### src/rtl/alu_exec.sv
// ============================================================================
// Module   : alu_exec
// Purpose  : EX-stage ALU with single-cycle ops plus iterative signed MULT/DIV
//            that write Hi/Lo.
// Revision : 1.0 - initial release
// ============================================================================
`default_nettype none

module alu_exec #(
  parameter int W  = 32,
  parameter int SW = 5
) (
  input  logic          clk,
  input  logic          rst_n,
  input  logic          Start,
  input  logic [3:0]    IA,
  input  logic [W-1:0]  A,
  input  logic [W-1:0]  B,
  input  logic [SW-1:0] Shamt,
  output logic [W-1:0]  Res,
  output logic [W-1:0]  Hi,
  output logic [W-1:0]  Lo,
  output logic          Zero,
  output logic          Ovf,
  output logic          Dz,
  output logic          Err,
  output logic          Busy,
  output logic          Done
);

  typedef enum logic [1:0] {
    S_IDLE = 2'd0,
    S_MUL  = 2'd1,
    S_DIV  = 2'd2,
    S_FIX  = 2'd3
  } state_t;

  state_t          r_state;
  logic [2*W-1:0]  r_acc;
  logic [W-1:0]    r_opd;
  logic [SW-1:0]   r_cnt;
  logic            r_s1;
  logic            r_s2;
  logic            r_is_div;

  logic [W-1:0]    w_abs_a;
  logic [W-1:0]    w_abs_b;
  logic [W-1:0]    w_sum;
  logic [W-1:0]    w_diff;
  logic [W-1:0]    w_res;
  logic            w_ovf;
  logic            w_err;

  logic [W:0]      w_mul_sum;
  logic [2*W-1:0]  w_mul_next;
  logic [W:0]      w_div_sh;
  logic [W:0]      w_div_diff;
  logic            w_div_ok;
  logic [2*W-1:0]  w_div_next;

  logic [2*W-1:0]  w_prod_fix;
  logic [W-1:0]    w_quo;
  logic [W-1:0]    w_rem;
  logic [W-1:0]    w_fix_hi;
  logic [W-1:0]    w_fix_lo;

  assign w_abs_a = A[W-1] ? (~A + 1'b1) : A;
  assign w_abs_b = B[W-1] ? (~B + 1'b1) : B;
  assign w_sum   = A + B;
  assign w_diff  = A - B;

  always_comb begin
    w_res = '0;
    w_ovf = 1'b0;
    w_err = 1'b0;
    case (IA)
      4'b0000, 4'b1000, 4'b1100, 4'b1101: begin
        w_res = w_sum;
        w_ovf = (A[W-1] == B[W-1]) && (w_sum[W-1] != A[W-1]);
      end
      4'b0001: begin
        w_res = w_diff;
        w_ovf = (A[W-1] != B[W-1]) && (w_diff[W-1] != A[W-1]);
      end
      4'b0100, 4'b1011: w_res = A | B;
      4'b0101, 4'b1010: w_res = A & B;
      4'b0110, 4'b1001: w_res = {{(W-1){1'b0}}, ($signed(A) < $signed(B))};
      4'b0111:          w_res = B << Shamt;
      default:          w_err = 1'b1;
    endcase
  end

  // Shift-add: low half holds the remaining multiplier bits, high half accumulates.
  assign w_mul_sum  = {1'b0, r_acc[2*W-1:W]} + (r_acc[0] ? {1'b0, r_opd} : {(W+1){1'b0}});
  assign w_mul_next = {w_mul_sum, r_acc[W-1:1]};

  // Restoring division: high half is the partial remainder, low half the dividend/quotient.
  assign w_div_sh   = {r_acc[2*W-1:W], r_acc[W-1]};
  assign w_div_diff = w_div_sh - {1'b0, r_opd};
  assign w_div_ok   = ~w_div_diff[W];
  assign w_div_next = {(w_div_ok ? w_div_diff[W-1:0] : w_div_sh[W-1:0]),
                       r_acc[W-2:0], w_div_ok};

  assign w_prod_fix = r_s1 ? (~r_acc + 1'b1) : r_acc;
  assign w_quo      = r_s1 ? (~r_acc[W-1:0] + 1'b1) : r_acc[W-1:0];
  assign w_rem      = r_s2 ? (~r_acc[2*W-1:W] + 1'b1) : r_acc[2*W-1:W];
  assign w_fix_hi   = r_is_div ? w_rem : w_prod_fix[2*W-1:W];
  assign w_fix_lo   = r_is_div ? w_quo : w_prod_fix[W-1:0];

  always_ff @(posedge clk or negedge rst_n) begin
    if (!rst_n) begin
      r_state  <= S_IDLE;
      r_acc    <= '0;
      r_opd    <= '0;
      r_cnt    <= '0;
      r_s1     <= 1'b0;
      r_s2     <= 1'b0;
      r_is_div <= 1'b0;
      Res      <= '0;
      Hi       <= '0;
      Lo       <= '0;
      Zero     <= 1'b1;
      Ovf      <= 1'b0;
      Dz       <= 1'b0;
      Err      <= 1'b0;
      Busy     <= 1'b0;
      Done     <= 1'b0;
    end else begin
      Done <= 1'b0;
      case (r_state)
        S_IDLE: begin
          if (Start) begin
            Ovf <= 1'b0;
            Dz  <= 1'b0;
            Err <= 1'b0;
            case (IA)
              4'b0010: begin
                r_acc    <= {{W{1'b0}}, w_abs_b};
                r_opd    <= w_abs_a;
                r_s1     <= A[W-1] ^ B[W-1];
                r_s2     <= 1'b0;
                r_is_div <= 1'b0;
                r_cnt    <= '0;
                Busy     <= 1'b1;
                r_state  <= S_MUL;
              end
              4'b0011: begin
                if (B == '0) begin
                  Lo   <= '1;
                  Hi   <= A;
                  Dz   <= 1'b1;
                  Zero <= 1'b0;
                  Done <= 1'b1;
                end else begin
                  r_acc    <= {{W{1'b0}}, w_abs_a};
                  r_opd    <= w_abs_b;
                  r_s1     <= A[W-1] ^ B[W-1];
                  r_s2     <= A[W-1];
                  r_is_div <= 1'b1;
                  r_cnt    <= '0;
                  Busy     <= 1'b1;
                  r_state  <= S_DIV;
                end
              end
              default: begin
                Res  <= w_res;
                Zero <= (w_res == '0);
                Ovf  <= w_ovf;
                Err  <= w_err;
                Done <= 1'b1;
              end
            endcase
          end
        end
        S_MUL: begin
          r_acc <= w_mul_next;
          r_cnt <= r_cnt + 1'b1;
          if (r_cnt == SW'(W-1)) r_state <= S_FIX;
        end
        S_DIV: begin
          r_acc <= w_div_next;
          r_cnt <= r_cnt + 1'b1;
          if (r_cnt == SW'(W-1)) r_state <= S_FIX;
        end
        S_FIX: begin
          Hi      <= w_fix_hi;
          Lo      <= w_fix_lo;
          Zero    <= (w_fix_lo == '0);
          Busy    <= 1'b0;
          Done    <= 1'b1;
          r_state <= S_IDLE;
        end
        default: r_state <= S_IDLE;
      endcase
    end
  end

endmodule

`default_nettype wire

### config.mk
export PLATFORM = sky130hd
export DESIGN_NAME = alu_exec
export DESIGN_NICKNAME = d
export VERILOG_FILES = /design/src/rtl/alu_exec.sv
export SDC_FILE = /design/constraint.sdc
export NUM_CORES = 1
export LEC_CHECK = 0
export CAP_MARGIN = 20
export CORE_MARGIN = 3
export CORE_UTILIZATION = 31
export CTS_CLUSTER_SIZE = 10
export DETAILED_ROUTE_END_ITERATION = 10
export SETUP_SLACK_MARGIN = 0.5
export SYNTH_ARGS = -nofsm -noshare
export SYNTH_HDL_FRONTEND = slang
export SYNTH_SLANG_ARGS = --single-unit
### constraint.sdc
create_clock -name clk -period 8.31 [get_ports clk]
set_clock_uncertainty 0.15 [all_clocks]
set_input_delay 1.2465 -clock clk [delete_from_list [all_inputs] [get_ports clk]]
set_output_delay 1.2465 -clock clk [all_outputs]
set_load 0.1 [all_outputs]
==> flow_summary.ini <==
[timing]
fmax_mhz = 166
relSlewSlack = 0.210
finalSetupTns_ns = 0
final-max-slew-violation-count = 0
rsz0062_at_grt = no
setup_viol = 0
worst_slack_ns = 2.28
finalCriticalPeriod_ns = 6.03
worst_pin_slew_ns = 1.15
fin_crit_sh = 0.726
hold_viol_final = 0

[detailed_routing]
met3_length_um = 6640
drt-initial-drc-count = 2470
wl_met1_um = 40900
vias = 23700
routed_wl_um = 94100
drc = 0
via_per_inst = 5.81
ant_nets = 0
met2_length_um = 42100
top_layer = met5
wl_per_cell_um = 23.0
firstDrtPassIters = 5

[placement]
place_area_um2 = 25900
dpl_worst_slack_ns = 1.69
numPortBuffers = 177
place.gp.congestion = 0.982
dp.final_hpwl_um = 74100

[synthesis]
netlist_area_um2 = 23300
ys_seq_area_frac = 0.223
synth_edf_count = 0
ys_top_cells_by_area = dfrtp_1 (22%), ha_1 (9.5%), o21ai_0 (5.6%), a21oi_1 (5.3%), nand2_1 (5.1%)
muxShareOfSynthArea = 0.0795
yosysUniqueCellTypes = 100
async_flop_share = 1.00
yosys_warnings = 0
ys.flop_type = dfrtp_1
synth_xor_area_frac = 0.0684
avgSynthCellArea_um2 = 7.61
synth-adder-area-share = 0.0984
synthSimpleGateAreaFrac = 0.186
synth_top_area_cell = dfrtp_1
yosys.area.top_type_share = 0.222
synthCells = 3064
synth_compound_area_frac = 0.281
synth_seq_cells = 208
synth_top_family_by_area = compound AO/OA/AOI/OAI gates
syn-num-nets = 3321

[critical_path]
crit_required_ns = 8.70
critPathLaunchType = input port
worst-setup-path-type = in -> reg
worstPathMaxFanout = 10
worstPathArrival_ns = 6.41
rr_worst_depth = 16
crit_path_end_kind = flop

[clock_network]
cts-root-buf = clkbuf_16
cts_buffers = 29
clock-sinks = 208
cts_tree = yes
insertion_delay_ns = 0.59
ctsHoldBuffers = 0
cts_resized = 0
path_clk_slew_ns = 0.06
cts_setup_buffers = 0
clk_path_buf_depth = 3
htreeDepth = 1

[die]
die_x_um = 280
rows = 99
start_util = 0.316
io_pins = 178
core_um2 = 73700
die_area_um2 = 78500
dieHeight_um = 280

[status]
status = completed

[final_layout]
design_area_um2 = 26800
fin_nets = 3365
diodes = 0
drive_gt1_frac = 0.0585
area_delta_synth_final_pct = 14.9

[global_route]
grt_overflow_total = 0
grt.total_usage = 0.231
antenna_found_initial = 3
grt_pass1_wl_um = 141000
grt_pass1_vias = 22300
grt_max_degree = 132

[pwr]
swShare = 0.568
peakVddDrop_mv = 0.223
power_density_nw_per_um2 = 360
power_leakage_nw = 11.3
internal_power_mw = 4.17
clkPwrFrac = 0.126
p_seq_frac = 0.197
switchingPower_mw = 5.48
comb_power_share = 0.677

[worst_hold_path]
hp-class = reg -> reg
min_path_cells = 2

[run]
cap_violations = 0
cell usage in the layout (no fill, tap or decap), drive strengths merged, types with 19 or more instances in the layout:
cell,count
xnor2,117
dfrtp,207
mux2i,109
o21ai,303
clkbuf,43
a211oi,24
a22oi,49
nor2,303
a21o,42
nor3,60
nand2b,41
or4,22
mux4,19
o221ai,22
mux2,29
a221oi,19
ha,177
nor4,29
o31ai,41
or3,25
inv,172
a31oi,44
a21oi,249
nor2b,19
o211ai,30
nand3,53
buf,43
clkdlybuf4s50,173
nand4,20
xor2,65
nand2,316
o21bai,21
kinds of logic (layout without fill, tap and decap cells):
kind of cell / count (synthesis) / count (layout)
AO/OA/AOI/OAI: 1024 / 1024
AND/OR/NAND/NOR: 936 / 936
buffers and inverters: 376 / 440
flip-flops: 208 / 208
XOR/XNOR: 182 / 182
adder cells (fa/ha/maj): 181 / 181
multiplexers: 157 / 157
power groups by stage:
stage	Clock, mW	Sequential [mW]	Combinational, mW
after floorplan	0	3.18	3.47
after global placement	0	1.90	6.46
after detailed placement	0	1.91	6.47
after CTS	1.26	1.89	6.50
after global routing	1.30	1.97	7.06
final	1.22	1.90	6.53
critical path: stages:
cell and delay (ns):
clkdlybuf4s50_1 0.63, inv_1 0.28, ha_1 0.23, or3b_2 0.47, nor3_2 0.32, nand4_4 0.23
nor4_4 0.49, a311oi_1 0.34, nand3b_4 0.24, nor4_2 0.28, nand4_1 0.22, or4_1 0.58
or3_1 0.37, nor4_2 0.27, a31o_1 0.20
stage by stage:
step                       util  power [mW]  hold slack, ns  std cells
after detailed placement  0.351        8.38           0.320       4036
final                     0.363        9.65           0.324       4087
after global routing      0.363        10.3           0.355       4087
after CTS                 0.363        9.66           0.333       4087
after global placement    0.351        8.36           0.308       4035
after floorplan               -        6.64           0.295       3064
layer usage:
metal  up-vias  track usage
li1      11200            -
met1     11400        0.308
met2       971        0.371
met3       166       0.0342
met4         6       0.0975
met5         -            0
layout make-up:
cell class	instances	area [µm²]
Fill cell	7672	46900
Multi-Input combinational cell	2480	16700
Sequential cell	208	5210
Timing Repair Buffer	216	2070
Tap cell	959	1200
Clock buffer	43	858
Inverter	173	649
Clock inverter	8	66.3
sequential cells by signal, indices dropped and copies added, names as in the netlist, 2 cells and up:
register and count:
Res 32, r_acc 64, r_cnt 5, Hi 32, Lo 32, r_opd 32, r_state 2
Yosys cell counts (41+ instances only):
cell type  count
nand2_1      316
nor2_1       301
o21ai_0      259
a21oi_1      249
dfrtp_1      207
ha_1         177
inv_1        166
clkbuf_1     150
xnor2_1      117
mux2i_1      109
xor2_1        65
nor3_1        56
nand3_1       53
a22oi_1       49
a31oi_1       44
a21o_1        42
o21ai_1       42
nand2b_1      41
o31ai_1       41
final timing paths:
kind	startpoint	end	slack, ns
max in group asynchronous	rst_n	Lo[0]	6.30
worst max-delay path	B[1]	Zero	2.28
worst min-delay path	Hi[11]	Hi[11]	0.32
worst max register to register	r_acc[0]	r_acc[62]	3.56
worst min register to register	Hi[11]	Hi[11]	0.32
min in group asynchronous	rst_n	Res[23]	0.45
Power figures use the tool's default switching activity.
